<file path="src/rtl/pixel_filter_ctrl.sv">
`default_nettype none
// ============================================================================
// Module   : pixel_filter_ctrl
// Brief    : Shadowed filter configuration, applied only at frame boundaries.
// Revision : 1.0
// ============================================================================
module pixel_filter_ctrl #(
   parameter  int MIN_BPM         = 40,
   parameter  int MAX_BPM         = 200,
   parameter  int FRAMES_PER_MODE = 30,
   parameter  int FCNT_W          = 16,
   localparam int BPM_W           = $clog2(MAX_BPM + 1)
) (
   input  logic              clk,
   input  logic              reset,
   input  logic              in_valid,
   input  logic              in_ready,
   input  logic              in_sop,
   input  logic              in_eop,
   input  logic              cfg_valid,
   output logic              cfg_ready,
   input  logic              cfg_enable,
   input  logic              cfg_mode,
   input  logic [BPM_W-1:0]  cfg_bpm,
   input  logic              auto_cycle,
   output logic              filter_enable,
   output logic              filter_mode,
   output logic [BPM_W-1:0]  BPM_estimate,
   output logic [FCNT_W-1:0] frame_count,
   output logic              cfg_pending,
   output logic              sop_err
);

   localparam int               MFC_W      = (FRAMES_PER_MODE > 1) ? $clog2(FRAMES_PER_MODE) : 1;
   localparam logic [BPM_W-1:0] C_MIN_BPM  = BPM_W'(MIN_BPM);
   localparam logic [BPM_W-1:0] C_MAX_BPM  = BPM_W'(MAX_BPM);
   localparam logic [MFC_W-1:0] C_MFC_LAST = MFC_W'(FRAMES_PER_MODE - 1);

   typedef enum logic [1:0] {
      ST_IDLE   = 2'd0,
      ST_FRAME  = 2'd1,
      ST_UPDATE = 2'd2
   } state_t;

   state_t             r_state;
   state_t             w_state_nxt;
   logic               w_beat;
   logic               w_cfg_acc;
   logic               w_set_err;
   logic               w_count_nxt;
   logic               r_counted;
   logic [BPM_W-1:0]   w_bpm_clamped;
   logic               r_sh_en;
   logic               r_sh_mode;
   logic [BPM_W-1:0]   r_sh_bpm;
   logic               r_en;
   logic               r_mode;
   logic [BPM_W-1:0]   r_bpm;
   logic [FCNT_W-1:0]  r_fcnt;
   logic [MFC_W-1:0]   r_mfc;
   logic               r_pending;
   logic               r_err;

   assign w_beat    = in_valid & in_ready;
   assign cfg_ready = (r_state != ST_UPDATE);
   assign w_cfg_acc = cfg_valid & cfg_ready;

   always_comb begin
      w_bpm_clamped = cfg_bpm;
      if (cfg_bpm < C_MIN_BPM) begin
         w_bpm_clamped = C_MIN_BPM;
      end else if (cfg_bpm > C_MAX_BPM) begin
         w_bpm_clamped = C_MAX_BPM;
      end
   end

   always_comb begin
      w_state_nxt = r_state;
      w_set_err   = 1'b0;
      w_count_nxt = 1'b0;
      case (r_state)
         ST_IDLE: begin
            if (w_beat) begin
               if (in_sop && in_eop) begin
                  w_state_nxt = ST_UPDATE;
                  w_count_nxt = 1'b1;
               end else if (in_sop) begin
                  w_state_nxt = ST_FRAME;
               end else begin
                  w_set_err = 1'b1;
               end
            end else if (r_pending) begin
               w_state_nxt = ST_UPDATE;
            end
         end
         ST_FRAME: begin
            if (w_beat && in_eop) begin
               w_state_nxt = ST_UPDATE;
               w_count_nxt = 1'b1;
            end else if (w_beat && in_sop) begin
               w_set_err = 1'b1;
            end
         end
         ST_UPDATE: w_state_nxt = ST_IDLE;
         default:   w_state_nxt = ST_IDLE;
      endcase
   end

   always_ff @(posedge clk or posedge reset) begin
      if (reset) begin
         r_state   <= ST_IDLE;
         r_counted <= 1'b0;
      end else begin
         r_state   <= w_state_nxt;
         r_counted <= w_count_nxt;
      end
   end

   // Active registers move only while in UPDATE, so the filter never sees a mid-frame change.
   always_ff @(posedge clk or posedge reset) begin
      if (reset) begin
         r_sh_en   <= 1'b0;
         r_sh_mode <= 1'b0;
         r_sh_bpm  <= C_MIN_BPM;
         r_en      <= 1'b0;
         r_mode    <= 1'b0;
         r_bpm     <= C_MIN_BPM;
         r_fcnt    <= '0;
         r_mfc     <= '0;
         r_pending <= 1'b0;
         r_err     <= 1'b0;
      end else begin
         if (w_set_err) begin
            r_err <= 1'b1;
         end
         if (w_cfg_acc) begin
            r_sh_en   <= cfg_enable;
            r_sh_mode <= cfg_mode;
            r_sh_bpm  <= w_bpm_clamped;
            r_pending <= 1'b1;
         end
         if (!auto_cycle) begin
            r_mfc <= '0;
         end
         if (r_state == ST_UPDATE) begin
            r_en      <= r_sh_en;
            r_bpm     <= r_sh_bpm;
            r_pending <= 1'b0;
            if (r_counted) begin
               r_fcnt <= r_fcnt + 1'b1;
            end
            if (!auto_cycle) begin
               r_mode <= r_sh_mode;
            end else if (r_counted) begin
               if (r_mfc == C_MFC_LAST) begin
                  r_mfc  <= '0;
                  r_mode <= ~r_mode;
               end else begin
                  r_mfc <= r_mfc + 1'b1;
               end
            end
         end
      end
   end

   assign filter_enable = r_en;
   assign filter_mode   = r_mode;
   assign BPM_estimate  = r_bpm;
   assign frame_count   = r_fcnt;
   assign cfg_pending   = r_pending;
   assign sop_err       = r_err;

endmodule
`default_nettype wire

</file>
<file path="config.mk">
export PLATFORM = sky130hd
export DESIGN_NAME = pixel_filter_ctrl
export DESIGN_NICKNAME = d
export VERILOG_FILES = /design/src/rtl/pixel_filter_ctrl.sv
export SDC_FILE = /design/constraint.sdc
export NUM_CORES = 1
export LEC_CHECK = 0
export CAP_MARGIN = 0
export CORE_MARGIN = 1
export CORE_UTILIZATION = 59
export CTS_BUF_LIST = sky130_fd_sc_hd__clkbuf_8
export DETAILED_ROUTE_END_ITERATION = 6
export DONT_BUFFER_PORTS = 1
export PLACE_DENSITY = 0.78
export SYNTH_ARGS = -nofsm -noshare
export SYNTH_HDL_FRONTEND = slang
export SYNTH_SLANG_ARGS = --single-unit
export TNS_END_PERCENT = 30
</file>
<file path="constraint.sdc">
create_clock -name clk -period 1.43 [get_ports clk]
set_input_delay 0.286 -clock clk [delete_from_list [all_inputs] [get_ports clk]]
set_output_delay 0.286 -clock clk [all_outputs]
set_load 0.01 [all_outputs]
</file>
==> out/qor.yml <==
outcome: "complete, but fails checks"
violations: "setup timing"
cp_cell_sequence: "nor2b_4, inv_6, buf_6"
grt_util_all_layers_pct: 26.0
io_pins: 47
p_sw_mw: 1.26
avgSynthCellArea_um2: 9.63
min_path_type: "in2reg"
diodes: 0
placed_cell_area_um2: 2280
min_from: "cfg_enable"
core_area_um2: 3340
tightest_slew_ns: 0.345
fin_area_um2: 2510
total_power_mw: 3.84
routabilityCongestion: 0.828
max_stage_delay_ns: 0.41
final_cell_mix: "nand2_1 (60), dfrtp_1 (42), buf_4 (24)"
synth_nets: 235
portBuffers: 0
required_ns: 1.14
clock-sinks: 46
worst-path-buf-inv: 2
layout_commonest_cell: "nand2_1"
r2r_start: "r_state[0]"
cts_tree: "yes"
vias: 1662
die_w_um: 61.1
routed_via_density: 5.71
numCtsBuffers: 5
fin_nets: 265
arrival_ns: 1.16
end_kind: "output pin"
fin_cells: 291
cp_max_fo: 7
wl_per_cell_um: 15.3
start_kind: "flop"
max_freq_ghz: 0.694
holdWs_ns: 0.0891
drt-initial-drc-count: 102
synth_seq_cells: 46
dieHeight_um: 61.1
period_share_pct: 101
clk_transition_reported_paths_ns: 0.08
rows: 21
rsz0062_at_grt: "true"
root_buffer: "clkbuf_8"
wl_um: 4450
dp_hpwl_um: 3140
pwr-share-seq_pct: 50.4
critPathSlowestCell: "dfrtp_1"
comb_power_share_pct: 26.0
maxCapViolations: 0
intPower_mw: 2.58
power_density_nw_per_um2: 1530
async_flop_share_pct: 100
n_fill_cell: 225
relSlewSlack_pct: 77.0
syn2layout_area_growth_pct: 22.0
initial_utilization_pct: 61.8
finalHoldViolCount: 0
first_pass_iters: 4
grt_pass1_vias: 1563
skew_ns: 0.00509
synth_warnings: 0
die_area_um2: 3730
p_clk_share_pct: 23.6
drc: 0
htree_levels: 2
synth_top_area_cell: "dfrtp_1"
setup_violations: 1
ys_seq_area_share_pct: 56.1
layout_min_cycle_time_ns: 1.44
drv_slew: 0
grt_pass1_wl_um: 6960
holdPathEnd: "r_sh_en"
netlist_instances: 214
ys.flop_type: "dfrtp_1"
power.leakage_nw: 1.20
grt_max_degree: 47
grt_antenna_before_repair: 0
reg2reg_slack_ns: 0
switching_share_pct: 32.8
r2r_end: "frame_count[10]"
antenna_left: 0
netlist.area_leader.share_pct: 51.0
pre_cts_ws_ns: -0.0536
synth_area_leaders: "dfrtp_1 (51%), nand2_1 (11%), dfstp_2 (5.1%)"
reg2reg_depth: 4
ys_types: 37
grt-ovfl-total: 0
ir_drop_mv: 0.977
synth_enable_flop_cells: 0
dpl.cell_count: 278
clock_latency_ns: 0.30
cts_buffer_depth: 2
critPathKind: "reg2out"
synth_area_um2: 2060
drive_gt1_share_pct: 22.9
hold_depth: 2
worst_slack_ns: -0.0114
crit_family: "flip-flops"
==> cell usage after synthesis (2+ instances only) <==
master	instances
nand2_1	60
dfrtp_1	42
nor2_1	15
o21ai_0	11
nand3_1	10
xnor2_1	10
nor3_1	6
a21oi_1	5
and3_1	5
xor2_1	5
dfstp_2	4
ha_1	3
inv_1	3
nand3b_1	3
nand4_1	3
nor2b_1	3
a211oi_1	2
a21boi_0	2
buf_2	2
clkbuf_1	2
nor4_2	2
==> worst max path at each step <==
| stage | start | endpoint | slack (ns) | cells past startpoint |
|---|---|---|---|---|
| 5_1_grt | r_state[0] | r_sh_bpm[1] | -0.08 | 7 |
| 4_1_cts | r_state[0] | cfg_ready | -0.0003 | 3 |
| 2_1_floorplan | reset | BPM_estimate[0] | 0.06 | 1 |
| 6_report | r_state[0] | cfg_ready | -0.01 | 3 |
| 3_3_place_gp | r_state[1] | r_sh_bpm[3] | 0.06 | 6 |
| 3_5_place_dp | r_state[1] | r_sh_bpm[3] | -0.05 | 6 |
==> registers in the layout, summed over array words and instances (netlist names), 2 cells and up <==
| name | flops |
|---|---|
| BPM_estimate | 8 |
| frame_count | 16 |
| r_state | 2 |
| r_sh_bpm | 8 |
| r_mfc | 5 |
==> kinds of logic after synthesis <==
family | after synthesis | synth area share (%)
and+or+nand+nor | 111 | 24.7
DFF | 46 | 56.1
muxes | 1 | 0.546
buffers and inverters | 10 | 2.12
xor gates and xnor gates | 15 | 6.37
AOI/OAI and AO/OA | 28 | 8.38
adders and majority gates | 3 | 1.82
==> stage by stage <==
step | TNS, ns | util [%]
floorplan | 0 | -
global placement | 0 | 68.4
detailed placement | -0.0536 | 68.4
CTS | -0.000305 | 73.4
global route | -0.814 | 75.4
finish | -0.0114 | 75.4
==> power by group through the flow <==
stage | clock [mW] | combinational (mW) | sequential (mW)
floorplan | 0 | 0.562 | 1.91
global placement | 0 | 0.805 | 1.93
detailed placement | 0 | 0.854 | 1.95
CTS | 0.913 | 0.967 | 1.93
global route | 0.971 | 1.12 | 1.97
finish | 0.906 | 1.00 | 1.94
==> cell type report <==
type,instances,area [um2],share of cell area [%]
multi-input cells,158,933,37.1
well taps,46,57.6,2.29
repair buffers,29,238,9.45
inverters,4,20.0,0.796
flip-flops and latches,46,1160,46.0
clock buffers,8,110,4.38
==> per-layer routing <==
layer  routed length (um)  share of wire [%]  global-route usage (%)
met1                 1780                 40                    30.7
met2                 2270                 51                    43.9
met3                  283                6.4                    9.03
met4                  117                2.6                    9.74
met5                    0                  0                       0
==> repair_timing <==
| item | 4_1_cts | 5_1_grt |
|---|---|---|
| setup buffers | 3 | 1 |
| gates resized for setup | 8 | 13 |
| endpoints found under the hold margin | 42 | 0 |
| hold buffers | 1 | 0 |
| cloned | 1 | 0 |
| setup endpoints to repair | 4 | 21 |
| pin swaps | 0 | 1 |
No activity file was read; power rests on OpenSTA's default activity.
